File: src/rtl/i2c_target_regfile_if.sv
// Pad-side and register-file-side signals of i2c_target_regfile, grouped for binding.
`timescale 1ns/1ps
interface i2c_target_regfile_if #(
  parameter int NUM_REGS = 16
);
  localparam int AW = $clog2(NUM_REGS);

  // reg_wr_stb is a one-cycle valid with no ready: the consumer must take
  // reg_wr_addr/reg_wr_data in the cycle the strobe is high.
  logic          scl_i;
  logic          sda_i;
  logic          sda_oe;
  logic          reg_wr_stb;
  logic [AW-1:0] reg_wr_addr;
  logic [7:0]    reg_wr_data;
  logic [AW-1:0] host_raddr;
  logic [7:0]    host_rdata;
  logic          busy;
  logic [2:0]    state_dbg;

  modport slave (
    input  scl_i, sda_i, host_raddr,
    output sda_oe, reg_wr_stb, reg_wr_addr, reg_wr_data, host_rdata, busy, state_dbg
  );

  modport master (
    output scl_i, sda_i, host_raddr,
    input  sda_oe, reg_wr_stb, reg_wr_addr, reg_wr_data, host_rdata, busy, state_dbg
  );
endinterface

File: src/rtl/i2c_target_regfile.sv
// I2C target with an auto-incrementing byte register file; open-drain SDA, SCL is never driven.
`timescale 1ns/1ps
module i2c_target_regfile #(
  parameter logic [6:0] SLAVE_ADDR = 7'h51,
  parameter int         NUM_REGS   = 16
) (
  input logic                 CLOCK_50,
  input logic                 RESET_N,
  i2c_target_regfile_if.slave bus
);
  localparam int AW = $clog2(NUM_REGS);

  typedef enum logic [2:0] {
    S_IDLE, S_ADDR, S_ADDR_ACK, S_WR_BYTE, S_WR_ACK, S_RD_BYTE, S_RD_ACK, S_WAIT_STOP
  } state_e;

  // [0],[1] synchronizer stages; [1] is the synchronized level, [2] its previous value
  logic [2:0]    scl_q, scl_d, sda_q, sda_d;
  state_e        state_q, state_d;
  logic [2:0]    bit_cnt_q, bit_cnt_d;
  logic [7:0]    shift_q, shift_d;
  logic          sda_oe_q, sda_oe_d;
  logic          busy_q, busy_d;
  logic          first_q, first_d;
  logic          phase_q, phase_d;
  logic          rw_q, rw_d;
  logic [AW-1:0] ptr_q, ptr_d;
  logic [7:0]    regs_q [NUM_REGS];
  logic [7:0]    regs_d [NUM_REGS];
  logic          wr_stb_q, wr_stb_d;
  logic [AW-1:0] wr_addr_q, wr_addr_d;
  logic [7:0]    wr_data_q, wr_data_d;
  logic [7:0]    host_rdata_q, host_rdata_d;

  logic       scl_s, sda_s, scl_rise, scl_fall, start_det, stop_det, load_rd;
  logic [7:0] rx_byte, rd_byte;

  always_comb begin
    scl_d     = {scl_q[1:0], bus.scl_i};
    sda_d     = {sda_q[1:0], bus.sda_i};
    scl_s     = scl_q[1];
    sda_s     = sda_q[1];
    scl_rise  = scl_s & ~scl_q[2];
    scl_fall  = ~scl_s & scl_q[2];
    start_det = scl_s & sda_q[2] & ~sda_s;
    stop_det  = scl_s & ~sda_q[2] & sda_s;
  end

  always_comb begin
    state_d      = state_q;
    bit_cnt_d    = bit_cnt_q;
    shift_d      = shift_q;
    sda_oe_d     = sda_oe_q;
    busy_d       = busy_q;
    first_d      = first_q;
    phase_d      = phase_q;
    rw_d         = rw_q;
    ptr_d        = ptr_q;
    regs_d       = regs_q;
    wr_stb_d     = 1'b0;
    wr_addr_d    = wr_addr_q;
    wr_data_d    = wr_data_q;
    host_rdata_d = regs_q[bus.host_raddr];
    load_rd      = 1'b0;
    rx_byte      = {shift_q[6:0], sda_s};
    rd_byte      = regs_q[ptr_q];

    if (stop_det || start_det) begin
      state_d   = stop_det ? S_IDLE : S_ADDR;
      sda_oe_d  = 1'b0;
      busy_d    = 1'b0;
      bit_cnt_d = 3'd0;
      phase_d   = 1'b0;
    end else begin
      unique case (state_q)
        S_IDLE: ;
        S_ADDR: if (scl_rise) begin
          shift_d   = rx_byte;
          bit_cnt_d = bit_cnt_q + 3'd1;
          if (bit_cnt_q == 3'd7) begin
            if (rx_byte[7:1] == SLAVE_ADDR) begin
              state_d = S_ADDR_ACK;
              busy_d  = 1'b1;
              rw_d    = rx_byte[0];
              phase_d = 1'b0;
            end else begin
              state_d = S_WAIT_STOP;
            end
          end
        end
        // phase_q=0: the ACK clock is about to start; phase_q=1: the ACK clock has ended
        S_ADDR_ACK, S_WR_ACK: if (scl_fall) begin
          if (!phase_q) begin
            sda_oe_d = 1'b1;
            phase_d  = 1'b1;
          end else if (state_q == S_ADDR_ACK && rw_q) begin
            load_rd = 1'b1;
          end else begin
            phase_d   = 1'b0;
            sda_oe_d  = 1'b0;
            bit_cnt_d = 3'd0;
            state_d   = S_WR_BYTE;
            if (state_q == S_ADDR_ACK) first_d = 1'b1;
          end
        end
        S_WR_BYTE: if (scl_rise) begin
          shift_d   = rx_byte;
          bit_cnt_d = bit_cnt_q + 3'd1;
          if (bit_cnt_q == 3'd7) begin
            state_d = S_WR_ACK;
            phase_d = 1'b0;
            if (first_q) begin
              ptr_d   = rx_byte[AW-1:0];
              first_d = 1'b0;
            end else begin
              regs_d[ptr_q] = rx_byte;
              wr_stb_d      = 1'b1;
              wr_addr_d     = ptr_q;
              wr_data_d     = rx_byte;
              ptr_d         = ptr_q + 1'b1;
            end
          end
        end
        S_RD_BYTE: if (scl_fall) begin
          if (bit_cnt_q == 3'd7) begin
            sda_oe_d = 1'b0;
            state_d  = S_RD_ACK;
            phase_d  = 1'b0;
          end else begin
            shift_d   = {shift_q[6:0], 1'b0};
            sda_oe_d  = ~shift_q[6];
            bit_cnt_d = bit_cnt_q + 3'd1;
          end
        end
        S_RD_ACK: begin
          if (scl_rise) begin
            if (sda_s) state_d = S_WAIT_STOP;
            else       phase_d = 1'b1;
          end else if (scl_fall && phase_q) begin
            load_rd = 1'b1;
          end
        end
        S_WAIT_STOP: sda_oe_d = 1'b0;
        default: state_d = S_IDLE;
      endcase
    end

    // Byte load for a read: MSB goes out immediately, pointer advances at load time
    if (load_rd) begin
      shift_d   = rd_byte;
      sda_oe_d  = ~rd_byte[7];
      ptr_d     = ptr_q + 1'b1;
      bit_cnt_d = 3'd0;
      phase_d   = 1'b0;
      state_d   = S_RD_BYTE;
    end
  end

  always_ff @(posedge CLOCK_50 or negedge RESET_N) begin
    if (!RESET_N) begin
      scl_q        <= 3'b111;
      sda_q        <= 3'b111;
      state_q      <= S_IDLE;
      bit_cnt_q    <= 3'd0;
      shift_q      <= 8'd0;
      sda_oe_q     <= 1'b0;
      busy_q       <= 1'b0;
      first_q      <= 1'b0;
      phase_q      <= 1'b0;
      rw_q         <= 1'b0;
      ptr_q        <= '0;
      wr_stb_q     <= 1'b0;
      wr_addr_q    <= '0;
      wr_data_q    <= 8'd0;
      host_rdata_q <= 8'd0;
      for (int i = 0; i < NUM_REGS; i++) regs_q[i] <= 8'd0;
    end else begin
      scl_q        <= scl_d;
      sda_q        <= sda_d;
      state_q      <= state_d;
      bit_cnt_q    <= bit_cnt_d;
      shift_q      <= shift_d;
      sda_oe_q     <= sda_oe_d;
      busy_q       <= busy_d;
      first_q      <= first_d;
      phase_q      <= phase_d;
      rw_q         <= rw_d;
      ptr_q        <= ptr_d;
      wr_stb_q     <= wr_stb_d;
      wr_addr_q    <= wr_addr_d;
      wr_data_q    <= wr_data_d;
      host_rdata_q <= host_rdata_d;
      regs_q       <= regs_d;
    end
  end

  assign bus.sda_oe      = sda_oe_q;
  assign bus.reg_wr_stb  = wr_stb_q;
  assign bus.reg_wr_addr = wr_addr_q;
  assign bus.reg_wr_data = wr_data_q;
  assign bus.host_rdata  = host_rdata_q;
  assign bus.busy        = busy_q;
  assign bus.state_dbg   = state_q;
endmodule

File: src/flat_wrapper.sv
// flat-port wrapper written by rule: the top's interface ports become plain ports
module i2c_target_regfile_flat 
#(
  parameter logic [6:0] SLAVE_ADDR = 7'h51,
  parameter int         NUM_REGS   = 16
)
  (CLOCK_50, RESET_N, bus_scl_i, bus_sda_i, bus_host_raddr, bus_sda_oe, bus_reg_wr_stb, bus_reg_wr_addr, bus_reg_wr_data, bus_host_rdata, bus_busy, bus_state_dbg);
  i2c_target_regfile_if #(.NUM_REGS(NUM_REGS)) bus_i ();
  input logic CLOCK_50;
  input logic RESET_N;
  input wire logic [$bits(bus_i.scl_i)-1:0] bus_scl_i;
  input wire logic [$bits(bus_i.sda_i)-1:0] bus_sda_i;
  input wire logic [$bits(bus_i.host_raddr)-1:0] bus_host_raddr;
  output wire logic [$bits(bus_i.sda_oe)-1:0] bus_sda_oe;
  output wire logic [$bits(bus_i.reg_wr_stb)-1:0] bus_reg_wr_stb;
  output wire logic [$bits(bus_i.reg_wr_addr)-1:0] bus_reg_wr_addr;
  output wire logic [$bits(bus_i.reg_wr_data)-1:0] bus_reg_wr_data;
  output wire logic [$bits(bus_i.host_rdata)-1:0] bus_host_rdata;
  output wire logic [$bits(bus_i.busy)-1:0] bus_busy;
  output wire logic [$bits(bus_i.state_dbg)-1:0] bus_state_dbg;
  assign bus_i.scl_i = bus_scl_i;
  assign bus_i.sda_i = bus_sda_i;
  assign bus_i.host_raddr = bus_host_raddr;
  assign bus_sda_oe = bus_i.sda_oe;
  assign bus_reg_wr_stb = bus_i.reg_wr_stb;
  assign bus_reg_wr_addr = bus_i.reg_wr_addr;
  assign bus_reg_wr_data = bus_i.reg_wr_data;
  assign bus_host_rdata = bus_i.host_rdata;
  assign bus_busy = bus_i.busy;
  assign bus_state_dbg = bus_i.state_dbg;
  i2c_target_regfile #(.SLAVE_ADDR(SLAVE_ADDR), .NUM_REGS(NUM_REGS)) u_core (.CLOCK_50(CLOCK_50), .RESET_N(RESET_N), .bus(bus_i));
endmodule
File: config.mk
export PLATFORM = sky130hd
export DESIGN_NAME = i2c_target_regfile_flat
export DESIGN_NICKNAME = d
export VERILOG_FILES = /design/src/rtl/i2c_target_regfile_if.sv /design/src/rtl/i2c_target_regfile.sv /design/src/flat_wrapper.sv
export SDC_FILE = /design/constraint.sdc
export NUM_CORES = 1
export LEC_CHECK = 0
export CORE_MARGIN = 2
export CORE_UTILIZATION = 60
export CTS_CLUSTER_SIZE = 40
export DETAILED_ROUTE_END_ITERATION = 7
export PLACE_DENSITY = 0.77
export SLEW_MARGIN = 5
export SYNTH_ARGS = -nofsm -noshare
export SYNTH_HDL_FRONTEND = slang
export SYNTH_SLANG_ARGS = --single-unit
File: constraint.sdc
create_clock -name CLOCK_50 -period 3.2 [get_ports CLOCK_50]
set_input_delay 0.64 -clock CLOCK_50 [delete_from_list [all_inputs] [get_ports CLOCK_50]]
set_output_delay 0.64 -clock CLOCK_50 [all_outputs]
set_load 0.01 [all_outputs]
==> impl_metrics.py, run 1 <==
metrics = {
    "placement": {
        "detailed_place.area_sq_mm": 0.0102,
        "dp_hpwl_microns": 14900,
        "post-place-ws_ns": 0.567,
        "io_buffer_count": 33,
        "globalplace.congestion": 0.890,
        "placed_cells": 883,
    },
    "clock_network": {
        "insertion_delay_ns": 0.44,
        "cts_hold_repair.buffers": 0,
        "tritoncts.num_buffers": 17,
        "cts_setup_buffers": 0,
        "worst_setup_hold_path_clk_slew_ns": 0.07,
        "cts_tree": "done",
        "ctsHtreeMaxLevel": 4,
        "clock-sinks": 177,
        "post_cts.resized_instances": 0,
        "ctsLongestPathBuffers": 2,
        "root_buffer": "clkbuf_16",
    },
    "setup_path": {
        "criticalPathCategory": "flip-flop to flip-flop",
        "r2r_slack_ns": 0.55,
        "timing.critical_path.to_type": "flip-flop",
        "critical_path_peak_fanout": 10,
        "critical_path.most_common_cell": "ha_1",
        "worstPathBufferInverterCount": 1,
        "worst_ep_required_time_ns": 3.52,
        "crit_path_max_delay_family": "simple AND/OR/NAND/NOR gates",
        "crit_arrival_ns": 2.96,
        "critical_path.slowest_cell": "mux2_4",
        "crit_path_cell_trace": "ha_1 > ha_1 > nand3b_4 > a2111oi_4 > buf_4 > and2_4 > nand2b_1 > mux2_4",
        "cp_slowest_stage_delay_ns": 0.41,
        "critical_path.startpoint_type": "flip-flop",
    },
    "logic_synthesis": {
        "synth-seq-area-share": 0.462,
        "gate_count_post_synth": 667,
        "synth_async_sr_flop_share": 1.00,
        "synthDominantCellAreaShare": 0.446,
        "synth_mux_area_frac": 0.362,
        "postSynthNetCount": 681,
        "adder_cell_fraction_of_synth_area": 0.00782,
        "synth_compound_gate_area_share": 0.0653,
        "synth_enable_flop_cells": 0,
        "synth_area_leader_cell": "dfrtp_1",
        "synth.distinct_cells": 62,
        "xor_and_xnor_area_share_after_synthesis": 0.00182,
        "synth-seq-cells": 177,
        "total_standard_cell_area_after_synthesis_sq_mm": 0.00960,
        "yosysMostFrequentCell": "dfrtp_1",
        "synthesis.area_per_instance_sq_um": 14.4,
        "yosys_warnings": 0,
        "dominantRegCellSynth": "dfrtp_1",
        "ys_top_cells_by_area": "dfrtp_1 45%, mux4_2 17%, mux2_2 10%",
        "synth_top_family_by_area": "multiplexers",
        "commonest_cells_post_synth": "171 x dfrtp_1, 88 x mux2_2, 72 x mux4_2",
        "synthSimpleGateAreaFrac": 0.0687,
    },
    "global_routing": {
        "grt_start_max_net_pins": 67,
        "grt_usage": 0.297,
        "grt_busiest_layer": "met2",
        "grt.met1_usage": 0.418,
        "grt_pass1_wl_microns": 36800,
        "gr-usage-met2": 0.457,
        "grt_use_met3": 0.0497,
        "grt_overflow": 0,
        "antenna_found_initial": 0,
        "vias_in_the_first_global_route": 6332,
    },
    "power": {
        "power_density_mw_per_mm2": 555,
        "worst_ir_drop_vdd_v": 0.000407,
        "power.static_leakage_nw": 4.91,
    },
    "min_path": {
        "hold_path.class": "input port to async pin",
    },
    "timing": {
        "worst_pin_slew_ns": 0.865,
        "timing.final.crit_share": 0.827,
        "min_period_ns": 2.65,
        "rsz0062_at_grt": "no",
        "worst_rel_slew_slack": 0.423,
        "fmaxAchievable_mhz": 378,
        "final_critical_path_setup_slack_ns": 0.555,
        "slew_violations": 0,
        "finClkSkew_ns": 0.00998,
        "setup_viol": 0,
        "timing.setup.tns_ns": 0,
        "timing_hold_violations_final": 0,
    },
    "die": {
        "die_area_sq_mm": 0.0170,
        "die_h_microns": 131,
        "horiz_die_dim_microns": 131,
        "rows": 46,
        "core_area_sq_mm": 0.0158,
        "design.portCount": 34,
        "initial_util": 0.609,
    },
    "drt": {
        "vias_per_cell": 6.72,
        "firstDrtPassIters": 5,
        "antenna_left": 0,
        "routed-via-count": 6144,
        "post_drt_wl_per_cell_microns": 25.6,
        "detail_route.wirelength_microns": 23400,
        "drc_errors_left": 0,
        "detail_route.iter0.violations": 523,
    },
    "finish": {
        "finalNonFillerCells": 914,
        "ant_diodes": 0,
        "layout-area-overhead-vs-synth_pct": 12.4,
        "post_route_cells_drive_above_1_share": 0.423,
        "post-route-cell-area_sq_mm": 0.0108,
        "layout.nets": 700,
    },
    "run": {
        "max_cap_violations": 0,
    },
    "outcome": {
        "status": "complete, no violations",
    },
}
==> logic make-up after synthesis <==
kind of cell    count (synthesis)
simple gates                  104
flops                         177
compound gates                 91
fa+ha+maj                       6
xor+xnor                        2
buf+inv                        66
mux                           221
==> path summary, 6_finish.rpt <==
check / from / to / depth (start not counted)
max: u_core.bit_cnt_q[0] / u_core.regs_q[29] / 8
min: RESET_N / u_core.regs_q[110] / 1
min reg2reg: u_core.scl_q[0] / u_core.scl_q[1] / 0
min in group CLOCK_50: u_core.scl_q[0] / u_core.scl_q[1] / 0
max in group asynchronous: RESET_N / u_core.bus.reg_wr_data[2] / 2
max reg2reg: u_core.bit_cnt_q[0] / u_core.regs_q[29] / 8
==> cell type report <==
| type | count | area, sq um |
|---|---|---|
| flip-flops and latches | 177 | 4440 |
| well taps | 216 | 270 |
| fillers | 1078 | 4980 |
| clock inverters | 11 | 155 |
| clock buffers | 20 | 457 |
| multi-input cells | 424 | 4850 |
| repair buffers | 60 | 592 |
| inverters | 6 | 22.5 |
==> cell usage in the layout (no fill, tap or decap), types with 5 or more instances in the layout <==
cell,Yosys,final
a21oi_1,30,30
dfrtp_1,171,170
a22oi_1,10,10
dfstp_2,6,6
mux4_2,72,72
nor2_1,22,22
mux2_2,88,88
o21ai_0,13,13
clkdlybuf4s50_1,0,31
nor3_1,5,5
buf_4,4,22
nor2_4,6,6
nand3_1,6,6
mux2_1,9,9
clkbuf_16,0,17
inv_1,6,6
ha_1,6,6
a31oi_1,7,7
nand2b_1,8,8
nor2b_1,8,8
nand2_1,19,19
buf_12,1,5
mux2_4,48,48
==> stage by stage <==
step | hold WS (ns) | power (mW) | util
after global placement | 0.352 | 3.79 | 0.645
after CTS | 0.223 | 5.99 | 0.684
final | 0.198 | 5.99 | 0.684
after global routing | 0.257 | 6.23 | 0.684
after floorplan | 0.344 | 3.39 | -
after detailed placement | 0.349 | 3.82 | 0.645
==> routing by layer <==
metal / vias to the layer above / share of wire
met5: - / 0
met4: 0 / 0.037
met3: 71 / 0.062
met2: 263 / 0.49
met1: 3228 / 0.41
li1: 2582 / -
==> power by group <==
group | internal (mW) | total, mW | switching, mW
clock network | 1.28 | 2.17 | 0.896
logic | 0.472 | 1.32 | 0.843
registers | 2.34 | 2.50 | 0.161
total | 4.09 | 5.99 | 1.90
==> state kept, by name (all words and copies together) (netlist names) <==
register and cells:
u_core.scl_q 3, u_core.bus.host_rdata 8, u_core.first_q 1, u_core.ptr_q 4, u_core.bus.reg_wr_stb 1, u_core.bus.state_dbg 3, u_core.bus.sda_oe 1, u_core.rw_q 1
u_core.regs_q 128, u_core.bus.reg_wr_data 8, u_core.shift_q 7, u_core.phase_q 1, u_core.bit_cnt_q 3, u_core.bus.reg_wr_addr 4, u_core.bus.busy 1, u_core.sda_q 3
Note: power is estimated with default switching activity, not from simulation.
==> run 2: changes to the inputs <==
CORE_UTILIZATION = 56   (was 60)
PLACE_DENSITY = 0.76   (was 0.77)
clock period = 2.4 ns   (was 3.2 ns; I/O delays follow)
==> run 2 against run 1 <==
  * Routed wire length is 0.68% higher
  * First-iteration DRC count is 8.6% higher
  * Clock power up 23%
==> impl_metrics.py, run 2 (synthesized netlist as in run 1, its figures left out) <==
metrics = {
    "die": {
        "initial_util": 0.575,
        "die_area_sq_mm": 0.0182,
        "core_area_sq_mm": 0.0167,
        "die_h_microns": 135,
        "horiz_die_dim_microns": 135,
        "design.portCount": 34,
        "rows": 47,
    },
    "setup_path": {
        "critical_path_peak_fanout": 11,
        "criticalPathCategory": "flip-flop to flip-flop",
        "timing.critical_path.to_type": "flip-flop",
        "worst_ep_required_time_ns": 2.72,
        "crit_arrival_ns": 2.65,
        "r2r_slack_ns": 0.07,
        "critical_path.startpoint_type": "flip-flop",
    },
    "clock_network": {
        "worst_setup_hold_path_clk_slew_ns": 0.07,
        "cts_tree": "done",
        "root_buffer": "clkbuf_16",
        "tritoncts.num_buffers": 17,
        "insertion_delay_ns": 0.44,
        "ctsLongestPathBuffers": 2,
        "ctsHtreeMaxLevel": 4,
        "clock-sinks": 177,
    },
    "timing": {
        "finClkSkew_ns": 0.00850,
        "whs_ns": 0.356,
        "min_period_ns": 2.33,
        "timing_hold_violations_final": 0,
        "worst_rel_slew_slack": 0.553,
        "fmaxAchievable_mhz": 430,
        "worst_pin_slew_ns": 0.668,
        "setup_viol": 0,
        "timing.final.crit_share": 0.969,
        "rsz0062_at_grt": "no",
        "slew_violations": 0,
    },
    "finish": {
        "layout_common_cells": "170 x dfrtp_1, 88 x mux2_2, 72 x mux4_2",
        "layout-area-overhead-vs-synth_pct": 15.5,
        "post_route_cells_drive_above_1_share": 0.449,
        "largest_register_ffs": 128,
        "layout.nets": 735,
        "ant_diodes": 0,
        "layout.cells.most_common": "dfrtp_1",
        "largest_register": "u_core.regs_q",
    },
    "global_routing": {
        "grt_usage": 0.279,
        "vias_in_the_first_global_route": 6547,
        "grt_overflow": 0,
        "grt_pass1_wl_microns": 37800,
        "grt_start_max_net_pins": 55,
        "antenna_found_initial": 0,
    },
    "power": {
        "worst_ir_drop_vdd_v": 0.000702,
        "power_density_mw_per_mm2": 706,
        "p_total_mw": 7.83,
        "power.static_leakage_nw": 5.08,
    },
    "drt": {
        "drc_errors_left": 0,
        "firstDrtPassIters": 5,
        "vias_per_cell": 6.52,
        "routed-via-count": 6215,
        "detail_route.iter0.violations": 568,
        "detail_route.wirelength_microns": 23600,
        "post_drt_wl_per_cell_microns": 24.7,
        "antenna_left": 0,
    },
    "min_path": {
        "hold_path.class": "flip-flop to flip-flop",
    },
    "run": {
        "max_cap_violations": 0,
    },
    "placement": {
        "dp_hpwl_microns": 16000,
        "io_buffer_count": 33,
        "globalplace.congestion": 0.881,
    },
    "outcome": {
        "status": "complete, no violations",
    },
}
-- run 2: cell count changes in the layout (fill, tap and decap cells not counted), sizes merged --
cell	before	now
bufinv	3	1
dlygate4sd3	0	1
clkinvlp	2	4
clkbuf	20	23
buf	29	63
inv	8	6
clkinv	4	3
-- run 2: layout make-up --
cell class	instances	area (sq um)
inverters	6	22.5
repair buffers	95	932
clock buffers	23	468
clock inverters	8	82.6
well taps	220	275
multi-input cells	424	4870
fillers	1145	5610
flip-flops and latches	177	4440
-- run 2: what timing repair did --
item,4_1_cts,5_1_grt
pin swaps,0,1
endpoints found under the setup margin,69,95
buffers inserted,2,1
resized for setup,3,2
hold buffers,1,0
hold endpoints to repair,23,0
-- run 2: through the flow --
| stage | instance area (sq um) | setup slack (ns) | util | instances | setup TNS, ns |
|---|---|---|---|---|---|
| floorplan | 9600 | 0.132 | - | 667 | 0 |
| global placement | 10500 | -0.0135 | 0.628 | 918 | -0.0535 |
| detailed placement | 10500 | -0.0507 | 0.628 | 918 | -0.346 |
| CTS | 11100 | 0.00628 | 0.663 | 952 | 0 |
| global route | 11100 | 0.0128 | 0.664 | 953 | 0 |
| finish | 11100 | 0.0737 | 0.664 | 953 | 0 |
-- run 2: worst max-delay path: stages, from the launching register on --
cell,delay (ns)
dfrtp_4,0.58
inv_1,0.17
ha_1,0.21
nor3b_1,0.40
nor2b_2,0.30
buf_4,0.20
mux2_2,0.34
-- run 2: per-layer routing --
metal | up-vias | track usage | share of wire
li1 | 2645 | - | -
met1 | 3247 | 0.381 | 0.42
met2 | 271 | 0.435 | 0.48
met3 | 52 | 0.0664 | 0.069
met4 | 0 | 0.112 | 0.027
met5 | - | 0 | 0
-- run 2: worst paths after layout --
check | end | cells past startpoint | startpoint
worst max-delay path | u_core.regs_q[122] | 6 | u_core.ptr_q[0]
worst min-delay path | u_core.sda_q[1] | 0 | u_core.sda_q[0]
worst max register to register | u_core.regs_q[122] | 6 | u_core.ptr_q[0]
worst min register to register | u_core.sda_q[1] | 0 | u_core.sda_q[0]
max in group asynchronous | u_core.regs_q[64] | 3 | RESET_N
min in group asynchronous | u_core.regs_q[90] | 2 | RESET_N
-- run 2: power breakdown --
part	total, mW	switching [mW]	internal (mW)
combinational	1.91	1.21	0.705
sequential	3.26	0.139	3.12
clock	2.66	1.18	1.48
